`config.mk`:
```
export PLATFORM = sky130hd
export DESIGN_NAME = hazard_ctrl
export DESIGN_NICKNAME = d
export VERILOG_FILES = /design/src/rtl/hazard_ctrl.sv
export SDC_FILE = /design/constraint.sdc
export NUM_CORES = 1
export LEC_CHECK = 0
export CORE_AREA = 5 5 91 85
export CTS_BUF_LIST = sky130_fd_sc_hd__clkbuf_8
export DETAILED_ROUTE_END_ITERATION = 12
export DIE_AREA = 0 0 96 90
export PLACE_DENSITY = 0.62
export SLEW_MARGIN = 10
export SYNTH_ARGS = -nofsm -noshare
export SYNTH_HDL_FRONTEND = slang
export SYNTH_SLANG_ARGS = --single-unit
```
`constraint.sdc`:
```
create_clock -name clk -period 3.7 [get_ports clk]
set_clock_uncertainty 0.2 [all_clocks]
set_input_delay 0.74 -clock clk [delete_from_list [all_inputs] [get_ports clk]]
set_output_delay 0.74 -clock clk [all_outputs]
set_load 0.02 [all_outputs]
```
`src/rtl/hazard_ctrl.sv`:
```
// Hazard controller: tracks destination registers of the three instructions
// downstream of decode (RF, ALU, MEM), stalls decode on a read-after-write
// conflict and inserts bubbles for a fixed number of cycles after a taken branch.
module hazard_ctrl #(
   parameter int                    CODE_SIZE    = 6,
   parameter int                    REG_SIZE     = 5,
   parameter logic [CODE_SIZE-1:0]  STORE_CODE   = 6'h2B,
   parameter logic [CODE_SIZE-1:0]  BRANCH_CODE  = 6'h04,
   parameter int                    FLUSH_CYCLES = 2
) (
   input  logic                 clk,
   input  logic                 rst,
   input  logic [CODE_SIZE-1:0] id_icode,
   input  logic [REG_SIZE-1:0]  id_ri,
   input  logic [REG_SIZE-1:0]  id_rj,
   input  logic [REG_SIZE-1:0]  id_rk,
   input  logic                 flush,
   output logic                 pc_enable,
   output logic                 id_hold,
   output logic                 rf_bubble,
   output logic [15:0]          stall_cnt
);

   typedef enum logic {RUN, FLUSH} state_t;

   // Counter reload value; FLUSH_CYCLES is expected in 1..3 so it fits 2 bits.
   localparam logic [1:0] FLUSH_LOAD = 2'(FLUSH_CYCLES - 1);

   state_t              state_reg, state_next;
   logic [1:0]          cnt_reg, cnt_next;
   logic [2:0]          valid_reg;
   logic [REG_SIZE-1:0] dest_reg [3];

   logic [2:0]          match_j, match_k;
   logic                hazard;
   logic                writes;
   logic                stall;

   // Per-entry source comparators, one pair per tracked stage.
   generate
      for (genvar gi = 0; gi < 3; gi++) begin : g_match
         assign match_j[gi] = valid_reg[gi] && (dest_reg[gi] == id_rj);
         assign match_k[gi] = valid_reg[gi] && (dest_reg[gi] == id_rk);
      end
   endgenerate

   // Register 0 is hardwired, so neither a zero source nor a zero destination
   // can create a dependency; nops never stall.
   assign hazard = (id_icode != '0) &&
                   (((id_rj != '0) && (|match_j)) ||
                    ((id_rk != '0) && (|match_k)));

   // Stores and branches carry register fields but write nothing back.
   assign writes = (id_icode != '0) &&
                   (id_icode != STORE_CODE) &&
                   (id_icode != BRANCH_CODE) &&
                   (id_ri != '0);

   // Next-state and output decode; flush wins over a hazard in RUN.
   always_comb begin
      state_next = state_reg;
      cnt_next   = cnt_reg;
      pc_enable  = 1'b1;
      id_hold    = 1'b0;
      rf_bubble  = 1'b0;
      stall      = 1'b0;
      case (state_reg)
         RUN: begin
            if (flush) begin
               state_next = FLUSH;
               cnt_next   = FLUSH_LOAD;
            end else if (hazard) begin
               pc_enable = 1'b0;
               id_hold   = 1'b1;
               rf_bubble = 1'b1;
               stall     = 1'b1;
            end
         end
         FLUSH: begin
            rf_bubble = 1'b1;
            if (flush) begin
               cnt_next = FLUSH_LOAD;
            end else if (cnt_reg == 2'd0) begin
               state_next = RUN;
            end else begin
               cnt_next = cnt_reg - 2'd1;
            end
         end
         default: begin
            state_next = RUN;
            cnt_next   = 2'd0;
         end
      endcase
   end

   // State and flush counter registers.
   always_ff @(posedge clk or posedge rst) begin
      if (rst) begin
         state_reg <= RUN;
         cnt_reg   <= 2'd0;
      end else begin
         state_reg <= state_next;
         cnt_reg   <= cnt_next;
      end
   end

   // Destination tracker: shifts one stage per cycle; the decode instruction
   // enters RF only when it actually issues, writes, and is not being flushed.
   always_ff @(posedge clk or posedge rst) begin
      if (rst) begin
         valid_reg <= '0;
         for (int i = 0; i < 3; i++) begin
            dest_reg[i] <= '0;
         end
      end else begin
         valid_reg[2] <= valid_reg[1];
         dest_reg[2]  <= dest_reg[1];
         valid_reg[1] <= valid_reg[0];
         dest_reg[1]  <= dest_reg[0];
         if (!flush && !rf_bubble && writes) begin
            valid_reg[0] <= 1'b1;
            dest_reg[0]  <= id_ri;
         end else begin
            valid_reg[0] <= 1'b0;
            dest_reg[0]  <= '0;
         end
      end
   end

   // Saturating count of hazard-stall cycles.
   always_ff @(posedge clk or posedge rst) begin
      if (rst) begin
         stall_cnt <= 16'd0;
      end else if (stall && (stall_cnt != 16'hFFFF)) begin
         stall_cnt <= stall_cnt + 16'd1;
      end
   end

endmodule

```
Word-level counts from Yosys, hierarchy flattened
Cells that the tools add are included.
{"block": "word_totals", "regBits": 37, "input_bits": 24, "wordCells": 64}
{"block": "classes", "bitwise": 1, "muxes": 17, "n_addsub": 2, "eq_ne": 11, "reduce_logical": 26}
{"op": "$eq 5x5->1", "n": 6}
{"op": "$add 16x1->16 const B", "n": 1}
{"op": "$ne 16x16->1 const B", "n": 1}
{"op": "$logic_and 1x1->1", "n": 15}
{"op": "$reduce_bool 5->1", "n": 3}
{"op": "$mux 1", "n": 10}
{"op": "$mux 2", "n": 3}
{"op": "$ne 6x3->1 const B", "n": 1}
{"op": "$ne 6x6->1 const B", "n": 1}
{"op": "$reduce_bool 6->1", "n": 1}
{"op": "$reduce_or 3->1", "n": 2}
{"op": "$mux 5", "n": 1}
{"op": "$pmux 1 s2", "n": 2}
{"op": "$pmux 2 s2", "n": 1}
{"op": "$ne 3x3->1 const B", "n": 1}
{"op": "$logic_not 1->1", "n": 2}
{"op": "$logic_not 2->1", "n": 1}
{"op": "$ne 2x2->1 const B", "n": 1}
{"op": "$reduce_and 2->1", "n": 1}
{"op": "$sub 2x1->2 const B", "n": 1}
{"op": "$logic_or 1x1->1", "n": 1}
{"op": "$not 1->1", "n": 1}

Logic depth before layout (Yosys ltp)
{"block": "logic_depth", "depth_word": 13, "depth_mapped": 7, "ltp_nobuf": 6}

Least setup slack after synthesis
Ideal clock, no wire load.
{"block": "synth_timing", "path_kind": "in2out", "startpoint": "input port id_rj[0]", "endpoint": "output port rf_bubble", "required_time_ns": 2.760, "arrival_time_ns": 2.429, "slack_ns": 0.331, "stages": 7, "path_buffers": 1, "path_cell_list": "or4_1 > nor2_2 > nor3_1 > nor4_2 > buf_4 > a21oi_1 > a21o_1"}
{"block": "synth_via", "elab_chain_cells": 9, "elab_cells_between_ends": 14}
{"item": "start: declaration", "line": "15", "rtl": "input logic [REG_SIZE-1:0] id_rj,"}
{"item": "$eq 5x5->1", "line": "42", "rtl": "assign match_j[gi] = valid_reg[gi] && (dest_reg[gi] == id_rj);"}
{"item": "$logic_and 1x1->1", "line": "42"}
{"item": "$reduce_or 3->1", "line": "50", "rtl": "(((id_rj != '0) && (|match_j)) ||"}
{"item": "$logic_and 1x1->1 (*)", "line": "50"}
{"item": "$logic_or 1x1->1 (*)", "line": "50"}
{"item": "$logic_and 1x1->1 (*)", "line": "49", "rtl": "assign hazard = (id_icode != '0) &&"}
{"item": "$mux 1 (*)", "line": "72", "rtl": "end else if (hazard) begin"}
{"item": "$mux 1 (*)", "line": "69", "rtl": "if (flush) begin"}
{"item": "$pmux 1 s2 (*)", "line": "67", "rtl": "case (state_reg)"}
{"item": "end: declaration", "line": "20", "rtl": "output logic rf_bubble,"}
Every way passes the cells marked *; elsewhere a longest branch is shown, timed or not.

Worst setup path in the final report
{"block": "layout_timing", "startpoint": "input port id_rj[1]", "endpoint": "output port id_hold"}
{"block": "layout_via", "elab_chain_cells": 9, "elab_cells_between_ends": 14}
{"item": "$eq 5x5->1", "line": "42"}
{"item": "$logic_and 1x1->1", "line": "42"}
{"item": "$reduce_or 3->1", "line": "50"}
{"item": "$logic_and 1x1->1 (*)", "line": "50"}
{"item": "$logic_or 1x1->1 (*)", "line": "50"}
{"item": "$logic_and 1x1->1 (*)", "line": "49"}
{"item": "$mux 1 (*)", "line": "72"}
{"item": "$mux 1 (*)", "line": "69"}
{"item": "$mux 1 (*)", "line": "67"}
{"item": "end: declaration", "line": "19", "rtl": "output logic id_hold,"}
Marks and branches as above.

==> flow_summary.json <==
{
  "power_density_mw_per_mm2": 344.4,
  "max_clock_freq_ghz": 0.2828,
  "clock_latency_ns": 0.29,
  "row_count": 29,
  "min-delay-start": "valid_reg[1]",
  "synth_top_area_cell": "dfrtp_1",
  "port_buffers": 42,
  "hold_class": "reg -> reg",
  "grtUsageTotal": 0.1195,
  "required_ns": 2.76,
  "critPathLaunch": "id_rj[1]",
  "syn-num-nets": 206,
  "fin_area_sq_mm": 0.002776,
  "synth_cell_types": 36,
  "crit_slowest_cell": "clkdlybuf4s50_1",
  "die-height_microns": 90,
  "pin_count": 43,
  "cp.arrival_ns": 2.60,
  "period_share": 0.9556,
  "grt_max_degree": 25,
  "slowest_delay_ns": 0.62,
  "irDropWorstVdd_uv": 166.9,
  "area_growth_pct": 42.52,
  "design.core.area_sq_mm": 0.006749,
  "nets": 280,
  "postPlaceCellArea_sq_mm": 0.002601,
  "ys_seq_area_frac": 0.4753,
  "cp_max_fo": 4,
  "grt_setup_unrepaired": "false",
  "place_inst": 330,
  "ys_warn_count": 0,
  "drv_cap": 0,
  "drtPass1Iterations": 4,
  "grt-ovfl-total": 0,
  "antenna_left": 0,
  "crit_type": "in -> out",
  "slew_violations": 0,
  "critPathCaptureType": "output pin",
  "vias": 1623,
  "initial_core_util": 0.2887,
  "synth_top_area_share": 0.4753,
  "die_area_sq_mm": 0.008640,
  "cts_hold_buf": 0,
  "path_delay_family": "buffers and inverters",
  "clockBufferDepth": 2,
  "cp-start-kind": "input pin",
  "largest_register_ffs": 16,
  "status": "complete, no violations",
  "synth_area_leaders": "dfrtp_1, xnor2_1, xor2_1",
  "syn_area_per_cell_sq_um": 10.82,
  "layout_commonest_cell": "dfrtp_1",
  "place_congestion": 0.8565,
  "htree_levels": 2,
  "path_clk_slew_ns": 0.07,
  "synth_seq_cells": 37,
  "wire_per_inst_microns": 14.28,
  "fin_util": 0.4114,
  "fin_cells": 347,
  "cts_tree": "done",
  "synth.cell_area_sq_mm": 0.001948,
  "clock-sinks": 37,
  "cts-root-buf": "clkbuf_8",
  "drive_above_1_share": 0.1850,
  "tightestPinTransition_ns": 0.5460,
  "postSynthCellCount": 180,
  "via_per_inst": 4.677,
  "dp_worst_setup_slack_ns": -0.4769,
  "final_cell_mix": "dfrtp_1, clkdlybuf4s50_1, xnor2_1, buf_4, xor2_1",
  "cts_inserted_buffers": 5,
  "fin_ws_ns": 0.1641,
  "die_w_microns": 96,
  "finalHoldViolations": 0,
  "period_needed_ns": 3.536,
  "path_cells": "clkdlybuf4s50_1 -> xnor2_1 -> nand4_1 -> nor3_1 -> nor4_2 -> a21oi_2 -> and2_1 -> buf_2",
  "path_buf_inv": 2,
  "drtIter0Drc": 116,
  "power_leakage_nw": 1.223,
  "setup_violations": 0,
  "antenna_cells": 0,
  "rr_startpoint": "dest_reg[11]",
  "grt_pass1_vias": 1620,
  "drc_errors": 0,
  "setup_tns_ns": 0,
  "wl_microns": 4954,
  "dp_hpwl_microns": 3679,
  "antenna_found_initial": 0,
  "grt_pass1_wl_microns": 8038,
  "slew_headroom": 0.6356
}
final cells by class:
class	count	area, sq um
clock buffers	6	82.58
clock inverters	1	3.754
fillers	655	3973
inverters	5	18.77
multi-input cells	136	1022
flip-flops and latches	37	925.9
well taps	93	116.4
repair buffers	69	606.8
timing repair:
action	in CTS	in global routing
gates resized for setup	27	2
pin swaps	7	4
setup endpoints to repair	3	2
setup buffers	9	1
layer usage:
layer,vias to the layer above,track usage,wire [microns],part of all wire
met4,0,0.05332,88,0.018
met5,-,0,0,0
li1,804,-,-,-
met2,41,0.1679,2218,0.45
met1,771,0.1678,2372,0.48
met3,7,0.03422,274,0.055
synth_stat cells (all sizes together):
| cell | instances |
|---|---|
| clkbuf | 1 |
| o31a | 1 |
| a2111oi | 4 |
| nor4 | 4 |
| o21ai | 2 |
| xor2 | 17 |
| inv | 5 |
| buf | 1 |
| ha | 2 |
| a211oi | 8 |
| or3 | 1 |
| nand2 | 11 |
| nand4 | 12 |
| or2 | 1 |
| o41a | 1 |
| a21o | 1 |
| nor2 | 7 |
| o2111a | 1 |
| a2bb2oi | 1 |
| or4 | 5 |
| a21oi | 4 |
| o22ai | 1 |
| and2 | 6 |
| o211ai | 1 |
| xnor2 | 28 |
| and4 | 2 |
| dfrtp | 37 |
| nand3 | 6 |
| mux2 | 1 |
| nor2b | 3 |
| and3 | 1 |
| nor3 | 4 |
worst paths after layout:
check	endpoint	slack, ns	cells past startpoint
worst min-delay path	valid_reg[2]	0.23	0
max in group asynchronous	dest_reg[8]	1.98	3
worst min register to register	valid_reg[2]	0.23	0
min in group asynchronous	stall_cnt[10]	0.60	2
worst max-delay path	id_hold	0.16	8
worst max register to register	stall_cnt[9]	1.23	7
stage by stage:
stage | hold slack (ns) | total power (W)
after floorplan | 0.1735 | 0.0005922
final | 0.2270 | 0.0009563
after global placement | 0.2119 | 0.0006782
after global routing | 0.2311 | 0.001009
after CTS | 0.2110 | 0.0009647
after detailed placement | 0.2046 | 0.0006810
kinds of logic after synthesis:
group | Yosys count | share of synthesized area
AO/OA/AOI/OAI | 25 | 0.09570
XOR/XNOR | 45 | 0.2023
adder cells (fa/ha/maj) | 2 | 0.01284
buffers and inverters | 7 | 0.01541
flip-flops | 37 | 0.4753
multiplexers | 1 | 0.005780
AND/OR/NAND/NOR | 63 | 0.1927
worst reg2reg max path: stages (launching register included):
cell and delay, ns:
dfrtp_1 0.42, xnor2_1 0.19, nand4_1 0.14, o22ai_1 0.28, o21ai_0 0.23, buf_4 0.24
a2111oi_0 0.52, xor2_1 0.12
power breakdown:
| part | internal (W) | switching, W |
|---|---|---|
| combinational | 0.000105 | 0.0000957 |
| sequential | 0.000439 | 0.0000322 |
| clock | 0.000145 | 0.000139 |
| total | 0.000690 | 0.000267 |
Note: power is estimated with default switching activity, not from simulation.
